<file path="config.mk">
export PLATFORM = sky130hd
export DESIGN_NAME = spike_event_encoder
export DESIGN_NICKNAME = d
export VERILOG_FILES = /design/src/rtl/spike_event_encoder.sv
export SDC_FILE = /design/constraint.sdc
export NUM_CORES = 1
export LEC_CHECK = 0
export CORE_ASPECT_RATIO = 2
export CORE_MARGIN = 1.5
export CORE_UTILIZATION = 52
export CTS_BUF_LIST = sky130_fd_sc_hd__clkbuf_2 sky130_fd_sc_hd__clkbuf_4 sky130_fd_sc_hd__clkbuf_8
export CTS_CLUSTER_DIAMETER = 50
export DETAILED_ROUTE_END_ITERATION = 16
export PLACE_DENSITY = 0.73
export SLEW_MARGIN = 20
export SYNTH_ARGS = -nofsm -noshare
export SYNTH_HDL_FRONTEND = slang
export SYNTH_SLANG_ARGS = --single-unit
</file>
<file path="constraint.sdc">
create_clock -name clk -period 5.3 [get_ports clk]
set_input_delay 1.06 -clock clk [delete_from_list [all_inputs] [get_ports clk]]
set_output_delay 1.06 -clock clk [all_outputs]
set_load 0.03 [all_outputs]
</file>
<file path="src/rtl/spike_event_encoder.sv">
`default_nettype none
// ============================================================================
//  Module      : spike_event_encoder
//  Description : Detects threshold crossings of the neuron membrane potential
//                with hysteresis and a refractory window. Each detected spike
//                is timestamped and queued in a small FIFO behind a
//                valid/ready event interface.
//  Revision    : 1.0 - initial release
// ============================================================================
module spike_event_encoder #(
   parameter int INT_WIDTH = 3,
   parameter int FRC_WIDTH = 12,
   parameter int THRESH    = 4096,
   parameter int HYST      = 512,
   parameter int REFRAC    = 4,
   parameter int TS_WIDTH  = 16,
   parameter int DEPTH     = 8,
   parameter int CNT_WIDTH = 16
) (
   input  logic                             clk,
   input  logic                             rst,
   input  logic                             step_valid,
   input  logic [INT_WIDTH+FRC_WIDTH:0]     v_in,
   output logic                             spike,
   output logic                             evt_valid,
   input  logic                             evt_ready,
   output logic [TS_WIDTH-1:0]              evt_ts,
   output logic [$clog2(DEPTH):0]           fifo_level,
   output logic [CNT_WIDTH-1:0]             spike_count,
   output logic [CNT_WIDTH-1:0]             drop_count,
   output logic                             overflow
);

   localparam int c_w       = 1 + INT_WIDTH + FRC_WIDTH;
   localparam int c_aw      = $clog2(DEPTH);
   localparam int c_rw      = (REFRAC > 0) ? $clog2(REFRAC + 1) : 1;
   localparam int c_rearm_i = THRESH - HYST;

   // Thresholds are held one bit wider than v so THRESH-HYST cannot wrap.
   localparam logic signed [c_w:0]  c_thresh  = THRESH[c_w:0];
   localparam logic signed [c_w:0]  c_rearm   = c_rearm_i[c_w:0];
   localparam logic [c_rw-1:0]      c_refrac  = c_rw'(REFRAC);
   localparam logic [c_aw:0]        c_depth_l = (c_aw + 1)'(DEPTH);

   localparam logic [1:0] c_st_armed    = 2'd0;
   localparam logic [1:0] c_st_refrac   = 2'd1;
   localparam logic [1:0] c_st_disarmed = 2'd2;

   logic [1:0]              r_state;
   logic [1:0]              w_state_nxt;
   logic [c_rw-1:0]         r_cnt;
   logic                    w_fire;
   logic signed [c_w:0]     w_v_ext;
   logic                    w_ge_thresh;
   logic                    w_lt_rearm;
   logic [TS_WIDTH-1:0]     r_ts;
   logic                    r_spike;
   logic [CNT_WIDTH-1:0]    r_spike_count;
   logic [CNT_WIDTH-1:0]    r_drop_count;
   logic                    r_overflow;
   logic [TS_WIDTH-1:0]     r_mem [DEPTH];
   logic [c_aw-1:0]         r_wr_ptr;
   logic [c_aw-1:0]         r_rd_ptr;
   logic [c_aw:0]           r_level;
   logic                    w_full;
   logic                    w_pop;
   logic                    w_push;
   logic                    w_drop;

   assign w_v_ext     = {v_in[c_w-1], v_in};
   assign w_ge_thresh = (w_v_ext >= c_thresh);
   assign w_lt_rearm  = (w_v_ext < c_rearm);

   // FSM state register
   always_ff @(posedge clk or negedge rst) begin
      if (!rst) r_state <= c_st_armed;
      else      r_state <= w_state_nxt;
   end

   // FSM next-state logic; only step cycles move the machine
   always_comb begin
      w_state_nxt = r_state;
      if (step_valid) begin
         case (r_state)
            c_st_armed:    if (w_ge_thresh)
                              w_state_nxt = (REFRAC == 0) ? c_st_disarmed : c_st_refrac;
            c_st_refrac:   if (r_cnt == c_rw'(1)) w_state_nxt = c_st_disarmed;
            c_st_disarmed: if (w_lt_rearm) w_state_nxt = c_st_armed;
            default:       w_state_nxt = c_st_armed;
         endcase
      end
   end

   // FSM output: a spike fires only from ARMED on a step at or above threshold
   always_comb begin
      w_fire = step_valid && (r_state == c_st_armed) && w_ge_thresh;
   end

   // Refractory step counter, loaded on fire and decremented per step
   always_ff @(posedge clk or negedge rst) begin
      if (!rst)                                          r_cnt <= '0;
      else if (w_fire)                                   r_cnt <= c_refrac;
      else if (step_valid && r_state == c_st_refrac)     r_cnt <= r_cnt - c_rw'(1);
   end

   // Step timestamp; an event carries the value before this step's increment
   always_ff @(posedge clk or negedge rst) begin
      if (!rst)            r_ts <= '0;
      else if (step_valid) r_ts <= r_ts + TS_WIDTH'(1);
   end

   // Spike pulse and saturating detection counter
   always_ff @(posedge clk or negedge rst) begin
      if (!rst) begin
         r_spike       <= 1'b0;
         r_spike_count <= '0;
      end else begin
         r_spike <= w_fire;
         if (w_fire && r_spike_count != '1) r_spike_count <= r_spike_count + CNT_WIDTH'(1);
      end
   end

   // A pop on a full FIFO frees a slot for a same-cycle push; no empty bypass
   assign w_full = (r_level == c_depth_l);
   assign w_pop  = (r_level != '0) && evt_ready;
   assign w_push = w_fire && (!w_full || w_pop);
   assign w_drop = w_fire && w_full && !w_pop;

   // Event storage; contents are only observable while the level is nonzero
   always_ff @(posedge clk) begin
      if (w_push) r_mem[r_wr_ptr] <= r_ts;
   end

   // FIFO pointers and occupancy
   always_ff @(posedge clk or negedge rst) begin
      if (!rst) begin
         r_wr_ptr <= '0;
         r_rd_ptr <= '0;
         r_level  <= '0;
      end else begin
         if (w_push) r_wr_ptr <= r_wr_ptr + c_aw'(1);
         if (w_pop)  r_rd_ptr <= r_rd_ptr + c_aw'(1);
         case ({w_push, w_pop})
            2'b10:   r_level <= r_level + (c_aw + 1)'(1);
            2'b01:   r_level <= r_level - (c_aw + 1)'(1);
            default: r_level <= r_level;
         endcase
      end
   end

   // Drop accounting with sticky overflow flag
   always_ff @(posedge clk or negedge rst) begin
      if (!rst) begin
         r_drop_count <= '0;
         r_overflow   <= 1'b0;
      end else if (w_drop) begin
         r_overflow <= 1'b1;
         if (r_drop_count != '1) r_drop_count <= r_drop_count + CNT_WIDTH'(1);
      end
   end

   assign spike       = r_spike;
   assign evt_valid   = (r_level != '0);
   assign evt_ts      = evt_valid ? r_mem[r_rd_ptr] : '0;
   assign fifo_level  = r_level;
   assign spike_count = r_spike_count;
   assign drop_count  = r_drop_count;
   assign overflow    = r_overflow;

endmodule
`default_nettype wire
</file>
* Word level (Yosys, flattened, before mapping)
Memory sizes are Yosys's and may differ from the RTL's. Index checks and enable logic that the tools add are counted.
Storage, ports and cells: flip-flop bits (word level) 65, bits in writable memories 128, input port bits 20, output and inout bits 55, logic and storage cells 59, memories kept 1
Memory list:
- r_mem | words 8, width 16, read ports 1, clocked after Yosys merged registers in 0, wr ports 1, RTL line 61 | logic [TS_WIDTH-1:0] r_mem [DEPTH];
Operators by class: add/subtract/negate cells 8, order comparisons 2, equal/unequal tests 11, multiplexer cells 10, reductions and logical operators 17
Operator list (count):
- $add 16x1->16 const B | 3
- $ne 16x16->1 const B | 2
- $ge 16x14->1 const B | 1
- $lt 16x13->1 const B | 1
- $mux 16 | 1
- $logic_and 1x1->1 | 8
- $pmux 4 s2 | 1
- $add 3x1->3 const B | 2
- $mux 2 | 3
- $mux 3 | 2
- $ne 2x2->1 const B | 3
- $pmux 2 s3 | 1
- $add 4x1->4 const B | 1
- $eq 2x1->1 const B | 2
- $eq 2x2->1 const B | 2
- $eq 4x4->1 const B | 1
- $reduce_and 4->1 | 1
- $reduce_bool 2->1 | 2
- $reduce_bool 4->1 | 1
- $sub 4x1->4 const B | 1
- $eq 3x1->1 const B | 1
- $sub 3x1->3 const B | 1
- $logic_not 1->1 | 2
- $logic_not 2->1 | 1
- 3 further kinds | 4

* Logic depth before layout (Yosys ltp)
depth in word-level cells 6, mapped depth 10, depth with buffers taken out 9

* Worst setup path after synthesis
No wires, ideal clock.
path kind in2reg, start point in step_valid, end point mem r_mem[0][0], enable pin, setup time 430 ps, arrival time 3455 ps, data required time 4870 ps, path slack 1415 ps, cell stages on the path 6, path buffers 1, cell sequence buf_2 > nor4b_2 > nand2_1 > inv_2 > nand2_1 > nor4_1
Between the ends: longest elaborated chain between the ends 5
Ends and longest elaborated chain:
- start: declaration | RTL line 22 | input logic step_valid,
- $logic_and 1x1->1 (2 in a row) | RTL line 96 | w_fire = step_valid && (r_state == c_st_armed) && w_ge_thresh;
- via w_fire | RTL line 52 | logic w_fire;
- $logic_and 1x1->1 | RTL line 126 | assign w_push = w_fire && (!w_full || w_pop);
- $mux 1 | RTL line 131 | if (w_push) r_mem[r_wr_ptr] <= r_ts;
- $mux 1 (not written as such) | RTL line 131
- end: declaration | RTL line 61
The timed path passes the listed nets, and every way through them passes these cells.

* Final worst setup path
start point reg r_rd_ptr[0], end point out evt_ts[14]
Between the ends: longest elaborated chain between the ends 2
Ends and longest elaborated chain:
- start: declaration | RTL line 63 | logic [c_aw-1:0] r_rd_ptr;
- start signal: assignment | RTL line 142 | if (w_pop) r_rd_ptr <= r_rd_ptr + c_aw'(1);
- $mem_v2 8x16
- $mux 16 | RTL line 164 | assign evt_ts = evt_valid ? r_mem[r_rd_ptr] : '0;
- end: declaration | RTL line 27 | output logic [TS_WIDTH-1:0] evt_ts,
No other way between the ends.

==> metrics.txt <==
status complete, no violations; leakage power figure 3.35 nW; Layout Nets 601; Pwr Density 469 mW/mm2; main combinational cell family by area after synthesis multiplexers; fraction of layout cells with a size suffix above 1 17.1%; FILL cells 1070; port bufs 65; fmax 242 MHz; final setup vio count 0; Final period util 78.1%; routed len/inst 19.0 um; CP Cell Sequence buf_4 -> mux4_2 -> mux2i_1 -> nor2_1 -> clkdlybuf4s50_1; post-synthesis mux area share 11.9%; H-tree lvl count 4; crit-path max cell delay 0.85 ns; Starting Density 53.5%; arrival time of the worst setup path 3.08 ns; EDFF count, synth 128; Buf/Inv on CP 2; sequential fraction of the synthesis area 68.6%; Pre-antenna DRT Iters 4; DR iter-0 viols 258; Post-CTS Setup Bufs 0; Synth Cell Area 0.00797 mm2; CP Depth 5; synth unique cells 47; Post-DP HPWL 9630 um; total wire length 14800 um; final clock skew 0.0173 ns; IO Count 75; Min-Delay Path Depth 1; Hold-fix buffers, CTS 0; DP Area 0.00889 mm2; r2r worst-path depth 6; CTS buffer count 17; Final Instance Area 0.00930 mm2; clock latency on the worst-skew pair 0.46 ns; die height 178 um; Synth warnings 0; area leader, netlist edfxtp_1; Worst Hold Class flop to flop; RSZ-0062 raised after global routing no; Commonest cells post-synth 128 x edfxtp_1, 65 x dfrtp_1, 37 x nor2_1; setup_tns 0 ns; Post-Synth Simple-Gate Area 9.40%; GRT Residual Overflow 0; Die Width 90.5 um; CP Class flop to output port; max_cap viols 0; Max VDD drop 0.282 mV; vias per cell 5.62; pre-CTS setup slack 1.56 ns; synthesized netlist net count 521; clk sinks 193; adder-cell area share of the yosys netlist 1.26%; CP required 4.24 ns; fin crit period 4.14 ns; Critical Path Start Type flop; Slew HR 43.7%; core area 0.0149 mm2; final slew viol count 0; first-pass GRT wire length 23600 um; final worst setup slack 1.16 ns; post-synthesis xor/xnor area fraction 5.27%; CTS clk-pin slew, worst paths 0.10 ns; post-CTS sizing 0; #FFs+latches synth 193; initial antenna violation count 0; Worst-Margin Slew 0.845 ns; top cell type's share of synthesized area 48.2%; P&R area growth vs syn 16.7%; Synth Instances 493; Crit Path Max Fanout 21; largest net degree at the start of global routing 36; top cells by area, synth edfxtp_1 48%, dfrtp_1 20%, mux4_2 9.0%, xnor2_1 3.7%, mux2i_1 2.0%; Vias 4392; clock buffer depth 2; Ant. Diodes 0; die area 0.0161 mm2; Top FF cell, synth edfxtp_1; CTS tree done; final hold violations 0; count leader, synth edfxtp_1; Syn Area/Cell 16.2 um2; number of global-route vias before repair 4639; CP delay by family, top buffers and inverters; DRC viols 0; gpl congestion 0.764; Cell Rows 63; Synth async-reset ratio 33.7%; CP max stage cell dfrtp_2; GRT Overall Usage 19.6%; CTS Root Cell clkbuf_8; CP endpoint kind output port; Synth Area in Compound Gates 2.07%; ANT nets after route 0
[where the power goes]
group / internal (W) / total (W) / switching, W / leakage, nW
clock: 0.000434 / 0.000955 / 0.000521 / 0.200
combinational: 0.000645 / 0.00128 / 0.000633 / 1.20
sequential: 0.00180 / 0.00213 / 0.000330 / 1.94
total: 0.00288 / 0.00436 / 0.00148 / 3.35
[cells by family (layout without fill, tap and decap cells)]
kind of cell / Yosys count / after routing
AOI/OAI and AO/OA: 24 / 24
xor gates and xnor gates: 48 / 48
adders and majority gates: 8 / 8
buffers and inverters: 25 / 118
DFF: 193 / 193
muxes: 54 / 54
and+or+nand+nor: 141 / 141
[registers in the layout, indices dropped and copies added, names as in the netlist]
name / count
spike: 1
drop_count: 16
r_wr_ptr: 3
spike_count: 16
fifo_level: 4
r_cnt: 3
r_state: 2
r_mem: 128
r_rd_ptr: 3
overflow: 1
r_ts: 16
[area by class of cell]
cell class | instances | area (um2) | share of cell area [%]
Sequential cell | 193 | 5470 | 58.9
Multi-Input combinational cell | 275 | 2410 | 25.9
Timing Repair Buffer | 76 | 728 | 7.83
Tap cell | 195 | 244 | 2.62
Clock buffer | 17 | 234 | 2.52
Clock inverter | 15 | 171 | 1.84
Inverter | 10 | 37.5 | 0.404
[per-layer routing]
| metal | vias up | routed length (um) | GRT usage [%] |
|---|---|---|---|
| met1 | 2269 | 5600 | 21.4 |
| met4 | 0 | 213 | 8.13 |
| met2 | 98 | 8480 | 36.3 |
| met5 | - | 0 | 0 |
| met3 | 13 | 515 | 4.22 |
| li1 | 2012 | - | - |
[cell usage in the layout (no fill, tap or decap), types with 2 or more instances in the layout]
master | netlist | layout
nand2b_1 | 4 | 4
ha_1 | 8 | 8
xnor2_1 | 34 | 34
mux2_1 | 2 | 2
inv_8 | 0 | 2
bufinv_16 | 0 | 2
inv_1 | 8 | 8
nor2b_1 | 5 | 5
nor2_1 | 37 | 37
or3_1 | 2 | 2
a21oi_1 | 5 | 5
nor4_4 | 2 | 2
mux2i_1 | 16 | 16
a31oi_1 | 4 | 4
and3_1 | 14 | 14
buf_4 | 0 | 11
nand3_1 | 17 | 17
dfrtp_2 | 0 | 3
inv_6 | 0 | 6
and4_1 | 2 | 2
inv_2 | 2 | 2
clkinv_4 | 0 | 2
nand2_1 | 31 | 31
mux4_2 | 32 | 32
clkbuf_8 | 0 | 17
mux2_2 | 4 | 4
nor3_2 | 2 | 6
o21ai_0 | 5 | 5
clkinvlp_4 | 0 | 2
edfxtp_1 | 128 | 128
dfrtp_1 | 65 | 62
nand4_1 | 10 | 10
nor3_1 | 8 | 4
xor2_1 | 14 | 14
clkdlybuf4s50_1 | 0 | 64
[final timing paths]
path / from / end / slack, ns
worst max-delay path: r_rd_ptr[0] / evt_ts[14] / 1.16
worst min-delay path: overflow / overflow / 0.49
worst max register to register: r_state[0] / r_mem[6][4] / 2.91
worst min register to register: overflow / overflow / 0.49
max in group asynchronous: rst / r_rd_ptr[0] / 3.71
min in group asynchronous: rst / drop_count[1] / 0.65
[worst reg2reg max path, delay by kind of cell (launching register included)]
family	cells	cell delay (ns)
AO/OA/AOI/OAI	1	0.28
flip-flops	1	0.50
AND/OR/NAND/NOR	4	0.98
buffers and inverters	1	0.31
[per-stage QoR]
| step | total power, W | utilization (%) | cells | hold slack [ns] |
|---|---|---|---|---|
| floorplan | 0.00297 | - | 493 | 0.450 |
| global placement | 0.00341 | 59.7 | 749 | 0.455 |
| detailed placement | 0.00346 | 59.7 | 749 | 0.462 |
| CTS | 0.00441 | 62.4 | 781 | 0.494 |
| global route | 0.00456 | 62.4 | 781 | 0.509 |
| finish | 0.00436 | 62.4 | 781 | 0.487 |
Note: power is estimated with default switching activity, not from simulation.
